<file path="src/rtl/write_controller.sv">
// write_controller: register-write front end for the UART packet link.
// Decodes write packets, strobes the register file, returns a 1-byte ack.

package uart_pkg;
    typedef struct packed {
        logic [7:0] Source;
        logic [7:0] Destination;
        logic [7:0] Length;
        logic       SoP;
        logic       EoP;
        logic [7:0] Data;
        logic       Valid;
    } UART_PACKET;
endpackage

module write_controller
    import uart_pkg::*;
#(
    parameter logic [7:0] WR_DEST     = 8'h01,
    parameter int         DATA_LENGTH = 4,
    parameter logic [7:0] ACK_CODE    = 8'hA5
) (
    input  logic                     ipClk,
    input  logic                     ipReset,
    input  UART_PACKET               ipRxStream,
    input  logic                     ipTxReady,
    output UART_PACKET               opTxStream,
    output logic [7:0]               opWrAddress,
    output logic [8*DATA_LENGTH-1:0] opWrData,
    output logic                     opWrEnable
);
    localparam int         WORD_W   = 8 * DATA_LENGTH;
    localparam logic [7:0] PKT_LEN  = 8'(DATA_LENGTH + 1);
    localparam logic [2:0] LAST_IDX = 3'(DATA_LENGTH - 1);

    typedef enum logic [2:0] {
        IDLE,
        GET_DATA,
        WRITE,
        ACK,
        DISCARD
    } state_t;

    state_t            state_q, state_d;
    logic [2:0]        cnt_q, cnt_d;
    logic [7:0]        addr_q, addr_d;
    logic [7:0]        src_q, src_d;
    logic [WORD_W-1:0] data_q, data_d;
    logic              pend_q, pend_d;
    logic              wr_en_q, wr_en_d;
    logic [7:0]        wr_addr_q, wr_addr_d;
    logic [WORD_W-1:0] wr_data_q, wr_data_d;
    UART_PACKET        tx_q, tx_d;

    logic              rx_v;
    logic              rx_sop;
    logic              rx_eop;
    logic              hdr_ok;
    logic              restart;
    logic              tx_fire;
    logic              pend_now;
    logic [WORD_W-1:0] data_shift;
    UART_PACKET        ack_pkt;

    // Per-byte decode of the Rx stream and the ack packet image
    always_comb begin
        rx_v       = ipRxStream.Valid;
        rx_sop     = rx_v && ipRxStream.SoP;
        rx_eop     = rx_v && ipRxStream.EoP;
        hdr_ok     = (ipRxStream.Destination == WR_DEST)
                  && (ipRxStream.Length == PKT_LEN);
        data_shift = {data_q[WORD_W-9:0], ipRxStream.Data};
        tx_fire    = tx_q.Valid && ipTxReady;
        // A byte swallowed during the ack leaves us mid-packet
        // unless it closed that packet.
        pend_now   = rx_v ? !ipRxStream.EoP : pend_q;
        restart    = rx_sop && (state_q == IDLE
                             || state_q == GET_DATA
                             || state_q == DISCARD);
        ack_pkt             = '0;
        ack_pkt.Source      = WR_DEST;
        ack_pkt.Destination = src_q;
        ack_pkt.Length      = 8'd1;
        ack_pkt.SoP         = 1'b1;
        ack_pkt.EoP         = 1'b1;
        ack_pkt.Data        = ACK_CODE;
        ack_pkt.Valid       = 1'b1;
    end

    // Next-state and next-output computation
    always_comb begin
        state_d   = state_q;
        cnt_d     = cnt_q;
        addr_d    = addr_q;
        src_d     = src_q;
        data_d    = data_q;
        pend_d    = pend_q;
        wr_en_d   = 1'b0;
        wr_addr_d = wr_addr_q;
        wr_data_d = wr_data_q;
        tx_d      = tx_q;

        unique case (state_q)
            IDLE: begin
            end
            GET_DATA: begin
                if (rx_v && !ipRxStream.SoP) begin
                    data_d = data_shift;
                    cnt_d  = cnt_q + 3'd1;
                    if (cnt_q == LAST_IDX) begin
                        if (ipRxStream.EoP) begin
                            state_d   = WRITE;
                            wr_en_d   = 1'b1;
                            wr_addr_d = addr_q;
                            wr_data_d = data_shift;
                        end else begin
                            state_d = DISCARD;
                        end
                    end else if (ipRxStream.EoP) begin
                        state_d = IDLE;
                    end
                end
            end
            WRITE: begin
                state_d = ACK;
                tx_d    = ack_pkt;
                pend_d  = rx_v && !ipRxStream.EoP;
            end
            ACK: begin
                pend_d = pend_now;
                if (tx_fire) begin
                    tx_d    = '0;
                    pend_d  = 1'b0;
                    state_d = pend_now ? DISCARD : IDLE;
                end
            end
            DISCARD: begin
                if (rx_eop) begin
                    state_d = IDLE;
                end
            end
            default: begin
                state_d = IDLE;
            end
        endcase

        // Any SoP outside the write/ack phase starts a fresh decode
        if (restart) begin
            cnt_d  = '0;
            data_d = '0;
            if (hdr_ok) begin
                state_d = GET_DATA;
                addr_d  = ipRxStream.Data;
                src_d   = ipRxStream.Source;
            end else begin
                state_d = ipRxStream.EoP ? IDLE : DISCARD;
            end
        end
    end

    // State and output registers with synchronous active-low reset
    always_ff @(posedge ipClk) begin
        if (!ipReset) begin
            state_q   <= IDLE;
            cnt_q     <= '0;
            addr_q    <= '0;
            src_q     <= '0;
            data_q    <= '0;
            pend_q    <= 1'b0;
            wr_en_q   <= 1'b0;
            wr_addr_q <= '0;
            wr_data_q <= '0;
            tx_q      <= '0;
        end else begin
            state_q   <= state_d;
            cnt_q     <= cnt_d;
            addr_q    <= addr_d;
            src_q     <= src_d;
            data_q    <= data_d;
            pend_q    <= pend_d;
            wr_en_q   <= wr_en_d;
            wr_addr_q <= wr_addr_d;
            wr_data_q <= wr_data_d;
            tx_q      <= tx_d;
        end
    end

    assign opTxStream  = tx_q;
    assign opWrAddress = wr_addr_q;
    assign opWrData    = wr_data_q;
    assign opWrEnable  = wr_en_q;

endmodule

</file>
<file path="config.mk">
export PLATFORM = sky130hd
export DESIGN_NAME = write_controller
export DESIGN_NICKNAME = d
export VERILOG_FILES = /design/src/rtl/write_controller.sv
export SDC_FILE = /design/constraint.sdc
export NUM_CORES = 1
export LEC_CHECK = 0
export CAP_MARGIN = 20
export CORE_ASPECT_RATIO = 1.25
export CORE_MARGIN = 8
export CORE_UTILIZATION = 35
export DETAILED_ROUTE_END_ITERATION = 8
export GPL_ROUTABILITY_DRIVEN = 0
export PLACE_DENSITY = 0.75
export SKIP_LAST_GASP = 1
export SYNTH_ARGS = -nofsm -noshare
export SYNTH_HDL_FRONTEND = slang
export SYNTH_SLANG_ARGS = --single-unit
</file>
<file path="constraint.sdc">
create_clock -name ipClk -period 1.4 [get_ports ipClk]
set_input_delay 0.28 -clock ipClk [delete_from_list [all_inputs] [get_ports ipClk]]
set_output_delay 0.28 -clock ipClk [all_outputs]
set_load 0.01 [all_outputs]
</file>
==> results.md <==
- Synth area leaders: dfxtp_1, nand2_1, a21oi_1
- Finished layout cell area: 5940 um^2
- Post-layout nets: 632
- Gr usage total: 15.6%
- Critical Path Slowest Stage Cell: dfxtp_2
- Final worst setup slack: -0.150 ns
- Number of remaining DRC errors: 0
- Leading register cell type out of synthesis: dfxtp_1
- Clock Latency Late Sink: 0.35 ns
- Length of the first detailed-routing pass in iterations: 5
- DIE AREA: 14900 um^2
- Core area: 11000 um^2
- Required time of the critical path: 1.68 ns
- Gr ovfl total: 0
- Unrepaired setup endpoints after global routing: true
- Static power due to leakage: 0.00266 uW
- Number of flops mapped to enable cells by yosys: 0
- Cell area after placement: slightly above 5000 um^2
- Area share of the largest cell type after synthesis: 49.5%
- HPWL after DPL: about 7800 um
- Fraction of the yosys area taken by sequential cells: 49.5%
- Post-layout min period: 1.55 ns
- Height of the die: 134 um
- Number of hold-slack violations in the final timing report: 0
- Clock Sinks: 97
- Aggregate routed wire length: 12200 um
- Via/cell ratio: 5.09
- Top post-synthesis cells by count: nand2_1, dfxtp_1, a21oi_1
- Count of vias placed by the detailed router: around 3700
- VDD IR-drop max: 670 uV
- Final number of setup-violating endpoints: 43
- Post-route met1 wirelength: 4730 um
- Starting density of the core: 35.6%
- Tcrit/Tclk final: 111%
- Row count: 43
- Number of instances in the placed design: around 700
- I/O pin count: 114
- Hold Path Class: reg -> reg
- Worst path buffer plus inverter count: 1
- Worst Path Max Fanout: 8
- Initial antenna violation count: 0
- Clock Tree Buf Depth: 2
- Wire length on met3: 694 um
- Number of synthesized register bits: 97
- Number of max-cap violations: 0
- Startpoint kind of the worst setup timing path: register
- CP Class: reg -> reg
- Most used cell along the critical path: ha_4
- Sum of internal, switching and leakage power: 5890 uW
- Post-synthesis instance total: 480
- Port-buffer cells: 95
- Global-route wire length before repair: around 19000 um
- Number of nets still failing antenna checks after routing: 0
- Average cell area after synthesis: slightly above 8 um^2
- Proportion of layout cells with a drive suffix above 1: 26.8%
- Most repeated cell in the gate-level netlist after synthesis: nand2_1
- Top cell type by total area after synthesis: dfxtp_1
- Violated checks: negative setup slack
- Number of global-route vias before repair: about 3800
- Post-route clock skew: 0.00475 ns
- Post-synth design cell area: a little under 4000 um^2
- Fmax: 645 MHz
- Clock tree from TritonCTS: yes
- CP top delay family: simple AND/OR/NAND/NOR gates
- Antenna diode count: 0
- Result of the run: finished with violations
- Arrival time at the worst endpoint: 1.83 ns
- Share of flip-flops with an asynchronous set or reset: 0%
- Top layer reached by signal wires: met4
- Finished Layout Cells: between 700 and 800
- TritonCTS Buffers: 9
- Slowest cell delay on critical path: roughly 0.36 ns
- Routed length per placed instance: 16.7 um
- Pin count of the biggest net entering global routing: 29
- CP cell instances: ha_4, ha_4, and2_4, and3_4, clkbuf_16, nand2_4, a21oi_2
- Crit end category: register
- Clock Tree Root: clkbuf_16
- Number of distinct standard cells referenced by the synthesized netlist: 40
- Maximum level of the CTS H-tree: 3
- Width of the die: 111 um
- Number of DRC violations after detailed-routing iteration 0: 240
- Post-synthesis to final-layout area growth: 51.4%
- Met2 WL: 6370 um
- PwrDens: 990 nW/um^2
- Final number of max-transition violations: 0
- Clock-pin slew reported for the worst setup and hold paths after clock tree synthesis: 0.07 ns
- Final core occ: 53.9%
- Yosys warnings: 0
[placed cells by master (no fill, tap or decap), drive strengths merged, types with 2 or more instances in the layout]
| cell type | n |
|---|---|
| clkdlybuf4s15 | 2 |
| o21ai | 18 |
| nand2 | 141 |
| dfxtp | 97 |
| ha | 2 |
| clkinvlp | 2 |
| nor4b | 3 |
| and3 | 2 |
| a21o | 2 |
| conb | 18 |
| nand3 | 20 |
| a211oi | 4 |
| and2 | 2 |
| clkdlybuf4s50 | 20 |
| a22oi | 8 |
| bufinv | 2 |
| inv | 3 |
| nand4b | 2 |
| nor2b | 2 |
| dlygate4sd2 | 61 |
| a21oi | 84 |
| clkbuf | 25 |
| nand2b | 2 |
| buf | 46 |
| nor2 | 14 |
[stage by stage]
step / setup WS, ns / TNS (ns) / hold slack, ns
after detailed placement: -0.602 / -37.80 / 0.446
after CTS: -0.100 / -1.76 / 0.453
after global routing: -0.219 / -7.74 / 0.472
final: -0.150 / -4.85 / 0.452
after global placement: -0.445 / -32.03 / 0.438
after floorplan: -0.0137 / -0.552 / 0.416
[cell families (layout without fill, tap and decap cells)]
family	after synthesis	after routing	share of synthesized area, %
simple gates	195	195	21.7
compound gates	121	121	16.9
flops	97	97	49.5
buf+inv	62	162	10.7
fa+ha+maj	2	2	0.637
other cells	1	18	0.0955
xor+xnor	1	1	0.223
mux	1	1	0.255
[layer usage]
layer / GRT usage (%) / up-vias
li1: - / 1787
met4: 8.35 / 0
met1: 16.4 / 1773
met5: 0 / -
met3: 4.47 / 30
met2: 27.4 / 137
[sequential cells by signal, summed over array words and instances, names as in the netlist]
name	flops
src_q	8
opWrData	32
cnt_q	3
state_q	3
pend_q	1
addr_q	8
opTxStream	9
opWrAddress	8
opWrEnable	1
data_q	24
[area by class of cell]
class	instances	area [um^2]
timing repair buffer	143	1440
multi-input combinational	338	2040
sequential	97	1950
clock inverter	4	75.1
inverter	3	11.3
clock buffer	12	256
fill	953	5090
tap	135	169
[worst paths after layout]
path	start	end	slack (ns)	cells past startpoint
setup / recovery	cnt_q[0]$_SDFFE_PP0P_	opWrData[24]$_SDFFE_PN0P_	-0.15	7
hold / removal	opWrAddress[4]$_SDFFE_PN0P_	opWrAddress[4]$_SDFFE_PN0P_	0.45	2
setup reg to reg	cnt_q[0]$_SDFFE_PP0P_	opWrData[24]$_SDFFE_PN0P_	-0.15	7
hold reg to reg	opWrAddress[4]$_SDFFE_PN0P_	opWrAddress[4]$_SDFFE_PN0P_	0.45	2
[worst min-delay path, delay by kind of cell, from the launching register on]
kind,cells,cell delay (ns)
flip-flops,1,0.31
AND/OR/NAND/NOR,1,0.05
AO/OA/AOI/OAI,1,0.05
[power by group]
part | switching, uW | leakage, uW | internal [uW] | total, uW
logic | 221 | 0.00172 | 182 | 403
clock network | 1040 | 0.000155 | 1660 | 2700
registers | 13.2 | 0.000784 | 2770 | 2780
total | 1270 | 0.00266 | 4610 | 5890
[what timing repair did]
action,4_1_cts,5_1_grt
gates resized for setup,121,99
pin swaps,15,45
setup buffers,8,2
endpoints found under the setup margin,144,91
cloned,2,4
hold buffers,0,0
Note: power is estimated with default switching activity, not from simulation.
